**config.mk**
```make
export PLATFORM = sky130hd
export DESIGN_NAME = hough_scan_ctrl
export DESIGN_NICKNAME = d
export VERILOG_FILES = /design/src/rtl/hough_scan_ctrl.sv
export SDC_FILE = /design/constraint.sdc
export NUM_CORES = 1
export LEC_CHECK = 0
export CORE_MARGIN = 5
export CORE_UTILIZATION = 50
export DETAILED_ROUTE_END_ITERATION = 7
export PLACE_DENSITY_LB_ADDON = 0.1
export SLEW_MARGIN = 20
export SYNTH_ARGS = -nofsm -noshare
export SYNTH_HDL_FRONTEND = slang
export SYNTH_SLANG_ARGS = --single-unit
```
**constraint.sdc**
```tcl
create_clock -name Clk -period 4.8 [get_ports Clk]
set_input_delay 1.2 -clock Clk [delete_from_list [all_inputs] [get_ports Clk]]
set_output_delay 1.2 -clock Clk [all_outputs]
set_load 0.005 [all_outputs]
```
**src/rtl/hough_scan_ctrl.sv**
```systemverilog
// Hough frame-pass sequencer: accumulator clear sweep, raster X/Y tracking with strobe
// checking, edge thresholding into a small FIFO. Optional ROI gating via HOUGH_ROI_EN.
module hough_scan_ctrl #(
    parameter int          WIDTH      = 640,
    parameter int          HEIGHT     = 480,
    parameter int          XW         = 10,
    parameter int          YW         = 9,
    parameter logic [7:0]  THRESH     = 8'd128,
    parameter int          CLR_AW     = 12,
    parameter int          FIFO_DEPTH = 4,
    parameter int          ROI_X0     = 0,
    parameter int          ROI_X1     = WIDTH - 1
) (
    input  logic              Clk,
    input  logic              nReset,
    input  logic              Start,
    input  logic [7:0]        Pixel,
    input  logic              PixValid,
    input  logic              Frame,
    input  logic              Line,
    output logic              ClrWe,
    output logic [CLR_AW-1:0] ClrAddr,
    output logic              EdgeValid,
    output logic [XW-1:0]     EdgeX,
    output logic [YW-1:0]     EdgeY,
    input  logic              EdgeReady,
    output logic              Busy,
    output logic              Done,
    output logic              Overflow,
    output logic              FrameErr
);
    localparam int              PW   = $clog2(FIFO_DEPTH);
    localparam logic [XW-1:0]   XMAX = XW'(WIDTH - 1);
    localparam logic [YW-1:0]   YMAX = YW'(HEIGHT - 1);
    localparam logic [PW:0]     FULL = (PW + 1)'(FIFO_DEPTH);

    typedef enum logic [2:0] {IDLE, CLEAR, WAIT_FRAME, SCAN, DRAIN, DONE} state_t;
    state_t state, state_nxt;

    logic [CLR_AW-1:0]  clr_addr;
    logic [XW-1:0]      x, ex, x_nxt;   // x/y hold the predicted coordinate of the next pixel
    logic [YW-1:0]      y, ey, y_nxt;
    logic               proc, last, strobe_err, in_roi, push, pop, wr_ok, full, empty;
    logic [XW+YW-1:0]   mem [FIFO_DEPTH];
    logic [PW-1:0]      wptr, rptr;
    logic [PW:0]        cnt;

    // Coordinate assigned to the current pixel, after any strobe resync
    always_comb begin
        proc       = 1'b0;
        strobe_err = 1'b0;
        ex         = x;
        ey         = y;
        if (PixValid) begin
            if (state == WAIT_FRAME && Frame) begin
                proc = 1'b1;
                ex   = '0;
                ey   = '0;
            end else if (state == SCAN) begin
                proc = 1'b1;
                if (Frame) begin
                    strobe_err = 1'b1;
                    ex         = '0;
                    ey         = '0;
                end else if (Line && x != '0) begin
                    strobe_err = 1'b1;
                    ex         = '0;
                    ey         = (y == YMAX) ? '0 : y + YW'(1);
                end else if (!Line && x == '0) begin
                    strobe_err = 1'b1;
                end
            end
        end
    end

    assign last  = proc && ex == XMAX && ey == YMAX;
    assign x_nxt = (ex == XMAX) ? '0 : ex + XW'(1);
    assign y_nxt = (ex == XMAX) ? ((ey == YMAX) ? '0 : ey + YW'(1)) : ey;

`ifdef HOUGH_ROI_EN
    assign in_roi = (int'(ex) >= ROI_X0) && (int'(ex) <= ROI_X1);
`else
    logic unused_roi;
    assign unused_roi = ^{ROI_X0[0], ROI_X1[0]};
    assign in_roi     = 1'b1;
`endif

    assign empty = (cnt == '0);
    assign full  = (cnt == FULL);
    assign push  = proc && (Pixel >= THRESH) && in_roi;
    assign pop   = !empty && EdgeReady;
    // A full FIFO still accepts a push when the head leaves in the same cycle
    assign wr_ok = push && (!full || pop);

    always_ff @(posedge Clk) begin
        if (!nReset) begin
            state    <= IDLE;
            clr_addr <= '0;
            x        <= '0;
            y        <= '0;
            wptr     <= '0;
            rptr     <= '0;
            cnt      <= '0;
            Overflow <= 1'b0;
            FrameErr <= 1'b0;
        end else begin
            state    <= state_nxt;
            clr_addr <= (state == CLEAR) ? clr_addr + CLR_AW'(1) : '0;
            if (proc) begin
                x <= x_nxt;
                y <= y_nxt;
            end
            if (state == IDLE && Start) begin
                Overflow <= 1'b0;
                FrameErr <= 1'b0;
            end else begin
                if (push && full && !pop) Overflow <= 1'b1;
                if (strobe_err)           FrameErr <= 1'b1;
            end
            if (wr_ok) wptr <= wptr + PW'(1);
            if (pop)   rptr <= rptr + PW'(1);
            case ({wr_ok, pop})
                2'b10:   cnt <= cnt + (PW + 1)'(1);
                2'b01:   cnt <= cnt - (PW + 1)'(1);
                default: cnt <= cnt;
            endcase
        end
    end

    always_ff @(posedge Clk) begin
        if (wr_ok) mem[wptr] <= {ex, ey};
    end

    assign EdgeValid = !empty;
    assign EdgeX     = empty ? '0 : mem[rptr][XW+YW-1:YW];
    assign EdgeY     = empty ? '0 : mem[rptr][YW-1:0];

    always_comb begin
        state_nxt = state;
        ClrWe     = 1'b0;
        ClrAddr   = clr_addr;
        Busy      = (state != IDLE);
        Done      = 1'b0;
        case (state)
            IDLE:       if (Start) state_nxt = CLEAR;
            CLEAR: begin
                ClrWe = 1'b1;
                if (clr_addr == '1) state_nxt = WAIT_FRAME;
            end
            WAIT_FRAME: if (proc) state_nxt = last ? DRAIN : SCAN;
            SCAN:       if (last) state_nxt = DRAIN;
            DRAIN:      if (empty) state_nxt = DONE;
            DONE: begin
                Done      = 1'b1;
                state_nxt = IDLE;
            end
            default:    state_nxt = IDLE;
        endcase
    end
endmodule

```
==> results of run 1 <==
[state kept, by name, indices dropped and copies added, names as in the netlist, named ones only]
register  flops
mem          76
ClrAddr      12
x            10
y             9
cnt           3
state         3
rptr          2
wptr          2
FrameErr      1
Overflow      1
[area by class of cell]
| cell class | count | share of cell area, % |
|---|---|---|
| inverter | 16 | 0.851 |
| timing repair buffer | 59 | 7.84 |
| sequential | 121 | 45.1 |
| clock inverter | 15 | 3.14 |
| clock buffer | 17 | 6.03 |
| multi-input combinational | 317 | 34.5 |
| tap | 143 | 2.54 |
[metrics by stage]
step	util, %	std cells	cell area, µm²	total power [µW]	worst slack (ns)
2_1_floorplan	-	476	5760	1290	0.813
5_1_grt	62.1	688	7060	2960	0.381
4_1_cts	62.1	688	7060	2880	0.665
3_3_place_gp	56.4	656	6410	1490	0.333
3_5_place_dp	56.4	656	6410	1490	0.247
6_report	62.1	688	7060	2840	0.605
[placed cells by master, fill, tap and decap left out, types with 9 or more instances in the layout]
cell type | netlist | routed
and3_1 | 11 | 11
inv_1 | 16 | 16
and2_1 | 45 | 45
clkbuf_16 | 0 | 17
xnor2_1 | 15 | 15
clkdlybuf4s50_1 | 0 | 44
edfxtp_1 | 76 | 76
nor2_1 | 31 | 31
nand2_1 | 23 | 23
a21oi_1 | 15 | 15
nand3_1 | 18 | 18
nor2b_1 | 9 | 9
buf_4 | 0 | 15
dfxtp_1 | 45 | 45
mux4_2 | 19 | 19
ha_1 | 10 | 10
o21ai_0 | 14 | 14
[cells in the mapped netlist (all sizes together), types with 6 or more instances]
cell / instances
a21oi: 16
a32o: 7
and2: 45
and3: 11
clkbuf: 20
dfxtp: 45
edfxtp: 76
ha: 10
inv: 16
mux4: 19
nand2: 23
nand3: 19
nand4: 6
nor2: 31
nor2b: 9
nor3: 8
nor4: 7
o21ai: 16
xnor2: 15
xor2: 8
[logic make-up (layout without fill, tap and decap cells)]
group / after synthesis / count (layout) / share of synthesized area, %
flip-flops: 121 / 121 / 55.2
AO/OA/AOI/OAI: 74 / 74 / 9.27
AND/OR/NAND/NOR: 188 / 188 / 19.2
XOR/XNOR: 23 / 23 / 3.50
adder cells (fa/ha/maj): 11 / 11 / 2.52
buffers and inverters: 38 / 107 / 2.52
multiplexers: 21 / 21 / 7.77
[per-layer routing]
metal | track usage (%) | share of wire, % | wire length [µm] | vias up
met5 | 0 | 0 | 0 | -
met4 | 6.24 | 0.98 | 116 | 0
met3 | 5.58 | 5.3 | 624 | 13
met2 | 28.5 | 49 | 5800 | 118
met1 | 23.0 | 45 | 5340 | 1921
li1 | - | - | - | 1896
[path summary, 6_finish.rpt]
path / startpoint / slack [ns] / to
max: Line / 0.60 / y[3]$_SDFFE_PN0P_
min: ClrAddr[0]$_SDFF_PN0_ / 0.46 / ClrAddr[0]$_SDFF_PN0_
max reg2reg: x[5]$_SDFFE_PN0P_ / 0.93 / y[3]$_SDFFE_PN0P_
min reg2reg: ClrAddr[0]$_SDFF_PN0_ / 0.46 / ClrAddr[0]$_SDFF_PN0_
[power breakdown]
| part | switching [µW] | total (µW) | leakage (µW) | internal, µW |
|---|---|---|---|---|
| logic | 135 | 347 | 0.00108 | 212 |
| clock network | 462 | 1380 | 0.000307 | 920 |
| registers | 9.50 | 1110 | 0.000886 | 1100 |
==> impl_metrics.json, run 1 <==
{
  "synth-seq-cells": 121,
  "dr_total_vias": 3948,
  "io_pins": 52,
  "die_h_um": 117,
  "tns_ns": 0,
  "grt_use_total_pct": 17.8,
  "synth_edf_count": 76,
  "antenna_found_initial": 0,
  "critPathSlowestCell": "clkdlybuf4s50_1",
  "vias_per_cell": 5.74,
  "timing.final.max_slew_violations": 0,
  "path_cells": "clkdlybuf4s50_1 > ha_1 > a21oi_2 > or2_2 > and2_1 > ha_1 > and3_1 > nand3_1 > nor3_1 > o2111ai_1 > nor4_2 > nor2_1 > a32o_1",
  "path_class": "in -> reg",
  "hpwlAfterDp_um": 7740,
  "syn_area_um2": 5760,
  "synthDistinctLibCells": 62,
  "die_w_um": 117,
  "regArea_um2": 3180,
  "holdBufCountCts": 0,
  "p_leak_uw": 0.00228,
  "crit_required_ns": 5.10,
  "synthTopCellsByArea": "edfxtp_1 40%, dfxtp_1 16%, mux4_2 7.4%",
  "path_buf_inv": 1,
  "syn_inst": 476,
  "portBuffers": 44,
  "dieArea_um2": 13800,
  "rsz0062_at_grt": "no",
  "drt_wl_total_um": 11900,
  "cts_resized": 0,
  "fin_nets": 558,
  "cp-start-kind": "input pin",
  "drv_cap": 0,
  "cp_slowest_stage_delay_ns": 0.43,
  "status": "completed",
  "slew_headroom_pct": 32.4,
  "core_area_um2": 11400,
  "hold_viol": 0,
  "crit_cells": 13,
  "wire_per_inst_um": 17.3,
  "clock_skew_ns": 0.00663,
  "drtPass1Iterations": 5,
  "r2r_cells": 14,
  "clock_latency_ns": 0.41,
  "place.gp.congestion": 0.883,
  "synth_top_area_share_pct": 39.6,
  "start_util_pct": 50.7,
  "antennaDiodeCount": 0,
  "holdWs_ns": 0.458,
  "area_delta_synth_final_pct": 22.4,
  "ys_warn_count": 0,
  "htree_levels": 4,
  "multi_input_area_um2": 2430,
  "finalCritPeriodShare_pct": 87.4,
  "dr.first_iter.drc_count": 244,
  "cts.sinks": 121,
  "grt_pass1_wl_um": 19800,
  "syn_nets": 502,
  "hold_depth": 1,
  "drc_errors": 0,
  "setup_viol": 0,
  "cts_tree": "built",
  "ir_drop_v": 0.000268,
  "clock.fmax_ghz": 0.238,
  "cp_top_family": "simple AND/OR/NAND/NOR gates",
  "synthArstFlopShare_pct": 0,
  "path_common_cell": "ha_1",
  "ctsLongestPathBuffers": 2,
  "layout-drive-gt1-share_pct": 14.5,
  "clock-root-buffer": "clkbuf_16",
  "crit_fanout": 6,
  "clkTransAtPathRegs_ns": 0.05,
  "grt_max_degree": 34,
  "period_needed_ns": 4.20,
  "p_per_area_nw_per_um2": 403,
  "syn_avg_cell_area_um2": 12.1,
  "arrival_ns": 4.50,
  "post_cts_buffers": 0,
  "antenna_left": 0,
  "rows": 39,
  "grt_overflow": 0,
  "synthFlopType": "edfxtp_1",
  "first_global_vias": 3966,
  "nFillCells": 909,
  "synth_top_area_cell": "edfxtp_1",
  "numCtsBuffers": 17,
  "hp-class": "reg -> reg",
  "worst_slew_pin_slew_ns": 1.01,
  "seq_area_frac_synth_pct": 55.2,
  "end_kind": "flop"
}
(Power assumes the default switching activity.)
==> run 2: changes to the inputs <==
RECOVER_POWER = 50   (was not set)
clock period = 4 ns   (was 4.8 ns; I/O delays follow)
==> run 2 against run 1 <==
Compared with the run above:
- global-route usage rose by 0.065 points
- utilization is 0.28 points higher
- clock power grew 22%
- clock skew is 0.0048 ns higher
- design area increased by 0.44%
- critical path type unchanged
- largest power group unchanged
==> impl_metrics.json, run 2 (synthesis results as in run 1) <==
{
  "cp_slowest_stage_delay_ns": 0.57,
  "grt_use_total_pct": 17.9,
  "status": "completed",
  "layout-drive-gt1-share_pct": 13.6,
  "slew_headroom_pct": 48.2,
  "finalCritPeriodShare_pct": 90.9,
  "holdBufCountCts": 0,
  "clock.fmax_ghz": 0.275,
  "cts.sinks": 121,
  "top_register": "mem",
  "end_kind": "flop",
  "crit_required_ns": 4.29,
  "rsz0062_at_grt": "no",
  "ctsLongestPathBuffers": 2,
  "vias_per_cell": 5.66,
  "critPathSlowestCell": "or4b_1",
  "final_common_cell": "edfxtp_1",
  "numCtsBuffers": 17,
  "ir_drop_v": 0.000254,
  "p_per_area_nw_per_um2": 483,
  "grt_max_degree": 27,
  "dieArea_um2": 13800,
  "p_leak_uw": 0.00230,
  "place_area_um2": 6520,
  "first_global_vias": 4025,
  "core_area_um2": 11400,
  "drv_cap": 0,
  "r2r_cells": 15,
  "drc_errors": 0,
  "clock_skew_ns": 0.0114,
  "htree_levels": 4,
  "hpwlAfterDp_um": 7970,
  "place.gp.congestion": 0.903,
  "path_cells": "dlygate4sd3_1 > ha_1 > buf_4 > nand4b_1 > or4b_1 > nand3_1 > clkbuf_1 > o211ai_2 > nor4b_2 > xnor2_1 > a32o_1",
  "wire_per_inst_um": 16.8,
  "io_pins": 52,
  "r2r-end": "y[7]$_SDFFE_PN0P_",
  "rows": 39,
  "arrival_ns": 3.93,
  "timing.rr.start": "x[2]$_SDFFE_PN0P_",
  "tns_ns": 0,
  "die_w_um": 117,
  "cp-start-kind": "input pin",
  "cts_tree": "built",
  "r2r_setup_slack_ns": 0.66,
  "hold_start": "ClrAddr[0]$_SDFF_PN0_",
  "hold_viol": 0,
  "worst_slew_pin_slew_ns": 0.775,
  "clock-root-buffer": "clkbuf_16",
  "area_delta_synth_final_pct": 23.0,
  "hp-class": "reg -> reg",
  "antennaDiodeCount": 0,
  "grt_overflow": 0,
  "clkTransAtPathRegs_ns": 0.06,
  "dr.first_iter.drc_count": 184,
  "path_class": "in -> reg",
  "cts_resized": 0,
  "antenna_left": 0,
  "crit_fanout": 6,
  "portBuffers": 44,
  "post_cts_buffers": 0,
  "setup_viol": 0,
  "final_area_um2": 7090,
  "antenna_found_initial": 0,
  "fin_nets": 573,
  "hold_end": "ClrAddr[0]$_SDFF_PN0_",
  "dr_total_vias": 3980,
  "timing.final.max_slew_violations": 0,
  "grt_pass1_wl_um": 19900,
  "period_needed_ns": 3.64,
  "start_util_pct": 50.7,
  "final_cell_mix": "76 x edfxtp_1, 45 x dfxtp_1, 35 x and2_1",
  "die_h_um": 117,
  "drtPass1Iterations": 6,
  "clock_latency_ns": 0.41,
  "hold_depth": 1,
  "drt_wl_total_um": 11800,
  "largest_reg_flops": 76
}
==> run 2: final cells by class <==
class	count	area, µm²
inverters	16	60.1
clock inverters	13	215
clock buffers	19	443
multi-input cells	317	2390
well taps	143	179
fillers	945	4280
flip-flops and latches	121	3180
repair buffers	74	614
==> run 2: worst max-delay path by stage <==
stage / end / slack (ns) / from
global placement: y[8]$_SDFFE_PN0P_ / 0.17 / Line
CTS: y[7]$_SDFFE_PN0P_ / 0.48 / Line
detailed placement: y[7]$_SDFFE_PN0P_ / 0.06 / Line
global route: y[7]$_SDFFE_PN0P_ / 0.13 / Line
finish: y[7]$_SDFFE_PN0P_ / 0.36 / Line
floorplan: y[7]$_SDFFE_PN0P_ / 0.21 / Line
==> run 2: worst max-delay path, delay by kind of cell <==
kind,cells,cell delay [ns]
AND/OR/NAND/NOR,4,1.20
buffers and inverters,3,1.00
AO/OA/AOI/OAI,2,0.42
adder cells (fa/ha/maj),1,0.20
XOR/XNOR,1,0.10
==> run 2: layer usage <==
metal  wire length [µm]  share of wire, %  track usage, %  vias up
met5                  0                 0               0        -
met4                 90              0.76            5.29        0
met1               5440                46            23.6     1951
met2               5760                49            28.9       92
met3                530               4.5            5.05        9
li1                   -                 -               -     1928
==> run 2: report_power, final <==
part | internal [µW] | switching (µW)
Sequential | 1320 | 10.2
Combinational | 253 | 160
Clock | 1130 | 550
==> run 2: per-stage QoR <==
step	utilization, %	hold WS (ns)	worst slack, ns	cells	total power (µW)
floorplan	-	0.440	0.213	476	1550
detailed placement	57.4	0.457	0.0630	671	1790
CTS	63.2	0.473	0.480	703	3470
finish	62.3	0.461	0.364	703	3420
global placement	57.4	0.440	0.167	671	1780
global route	62.3	0.497	0.130	703	3560
==> run 3: changes to the inputs <==
CORE_ASPECT_RATIO = 1.5   (was not set)
==> run 3 against run 2 <==
Compared with the run above:
- clock power down 5%
- sequential share of layout area about the same
- maximum frequency rose by 0.25%
- clock-buffer cell count down 1
- design area about the same
- critical path type unchanged
==> impl_metrics.json, run 3 (synthesis results as in run 1) <==
{
  "grt_max_degree": 27,
  "tns_ns": 0,
  "clock_latency_ns": 0.41,
  "htree_levels": 4,
  "finish.utilization_pct": 62.1,
  "cts_tree": "built",
  "die_w_um": 97.7,
  "hold_viol": 0,
  "drv_cap": 0,
  "switching_share_pct": 21.5,
  "grt_busiest_layer": "met2",
  "p_sw_uw": 721,
  "drtPass1Iterations": 4,
  "first_global_vias": 4131,
  "final_cell_count_no_fill": 713,
  "dp.cells": 681,
  "nFillCells": 913,
  "grt_use_total_pct": 18.9,
  "fin_nets": 576,
  "rsz0062_at_grt": "no",
  "grt_pass1_wl_um": 20500,
  "core_area_um2": 11400,
  "arrival_ns": 3.92,
  "final_cell_mix": "76 x edfxtp_1, 45 x dfxtp_1, 32 x and2_1",
  "rows": 48,
  "start_util_pct": 50.5,
  "grtUsageMet1_pct": 20.7,
  "clkPwrFrac_pct": 47.7,
  "cp-start-kind": "input pin",
  "drt_wl_total_um": 12200,
  "p_leak_uw": 0.00230,
  "use_met3_pct": 4.38,
  "antenna_left": 0,
  "wire_per_inst_um": 17.1,
  "worst_slew_pin_slew_ns": 0.758,
  "hpwlAfterDp_um": 8670,
  "vias_per_cell": 5.59,
  "dr_total_vias": 3989,
  "clock-root-buffer": "clkbuf_16",
  "cp-endpoint": "y[7]$_SDFFE_PN0P_",
  "setup_viol": 0,
  "r2r_cells": 14,
  "io_pins": 52,
  "cts_resized": 0,
  "dieArea_um2": 13800,
  "ir_drop_v": 0.000291,
  "holdWs_ns": 0.461,
  "area_delta_synth_final_pct": 22.9,
  "cts.sinks": 121,
  "holdBufCountCts": 0,
  "clock_skew_ns": 0.00904,
  "portBuffers": 44,
  "r2r-end": "y[7]$_SDFFE_PN0P_",
  "regArea_um2": 3180,
  "startpoint": "Line",
  "hp-class": "reg -> reg",
  "clock.fmax_ghz": 0.276,
  "p_comb_share_pct": 12.4,
  "final_common_cell": "edfxtp_1",
  "intPower_uw": 2620,
  "ctsLongestPathBuffers": 2,
  "layout-drive-gt1-share_pct": 14.0,
  "clkTransAtPathRegs_ns": 0.05,
  "p_per_area_nw_per_um2": 472,
  "grt_overflow": 0,
  "end_kind": "flop",
  "timing.rr.start": "x[2]$_SDFFE_PN0P_",
  "pwr-share-seq_pct": 39.9,
  "die_h_um": 141,
  "path_class": "in -> reg",
  "status": "completed",
  "place.gp.congestion": 0.895,
  "antennaDiodeCount": 0,
  "period_needed_ns": 3.63,
  "largest_reg_flops": 76,
  "slew_headroom_pct": 49.4,
  "total_power_uw": 3350,
  "numCtsBuffers": 17,
  "timing.final.max_slew_violations": 0,
  "top_register": "mem",
  "dr.first_iter.drc_count": 240,
  "r2r_setup_slack_ns": 0.56,
  "post_cts_buffers": 0,
  "crit_fanout": 5,
  "finalCritPeriodShare_pct": 90.7,
  "crit_required_ns": 4.29,
  "met2_usage_pct": 35.1,
  "antenna_found_initial": 0,
  "drc_errors": 0,
  "multi_input_area_um2": 2390
}
-- run 3: cell count changes in the layout (fill, tap and decap cells not counted), moves of 2 or more --
cell      delta
clkinv_2     +2
clkinv_4     -3
inv_6        +2
and2_1       -3
and2_0       +3
buf_4        +2
-- run 3: how the worst min path moves through the flow --
stage          slack, ns  cells after the start               endpoint                   from
2_1_floorplan       0.44                      1  ClrAddr[0]$_SDFF_PN0_  ClrAddr[0]$_SDFF_PN0_
5_1_grt             0.51                      1  ClrAddr[0]$_SDFF_PN0_  ClrAddr[0]$_SDFF_PN0_
3_5_place_dp        0.45                      1  ClrAddr[0]$_SDFF_PN0_  ClrAddr[0]$_SDFF_PN0_
6_report            0.46                      1  ClrAddr[0]$_SDFF_PN0_  ClrAddr[0]$_SDFF_PN0_
3_3_place_gp        0.45                      1  ClrAddr[0]$_SDFF_PN0_  ClrAddr[0]$_SDFF_PN0_
4_1_cts             0.47                      1  ClrAddr[0]$_SDFF_PN0_  ClrAddr[0]$_SDFF_PN0_
-- run 3: routing by layer --
layer | wire length, µm | vias up
li1 | - | 1939
met1 | 4840 | 1942
met2 | 6740 | 84
met3 | 371 | 24
met4 | 242 | 0
met5 | 0 | -
-- run 3: area by class of cell --
cell class / instances / share of cell area (%)
clock buffer: 18 / 6.06
clock inverter: 14 / 2.74
inverter: 16 / 0.848
multi-input combinational: 317 / 33.7
sequential: 121 / 44.9
tap: 150 / 2.65
timing repair buffer: 77 / 9.01
-- run 3: power by group through the flow --
| stage | registers (µW) | clock network [µW] | logic (µW) |
|---|---|---|---|
| global placement | 1360 | 0 | 426 |
| floorplan | 1360 | 0 | 195 |
| finish | 1330 | 1600 | 415 |
| global route | 1330 | 1680 | 456 |
| CTS | 1330 | 1630 | 430 |
| detailed placement | 1360 | 0 | 429 |
-- run 3: worst max-delay path, cell delays in order --
cell and delay (ns):
clkdlybuf4s50_1 0.46, ha_1 0.22, a21oi_1 0.18, or2_2 0.18, and2_0 0.17, ha_1 0.17
and3_1 0.18, nand3_1 0.12, nor3_1 0.32, o2111ai_1 0.22, nor4_2 0.28, nor2_1 0.17
a32o_1 0.23
-- run 3: per-stage QoR --
step / setup WS [ns] / area, µm²
6_report: 0.373 / 7080
5_1_grt: 0.123 / 7080
4_1_cts: 0.425 / 7180
3_5_place_dp: 0.0244 / 6550
3_3_place_gp: 0.0804 / 6550
2_1_floorplan: 0.213 / 5760
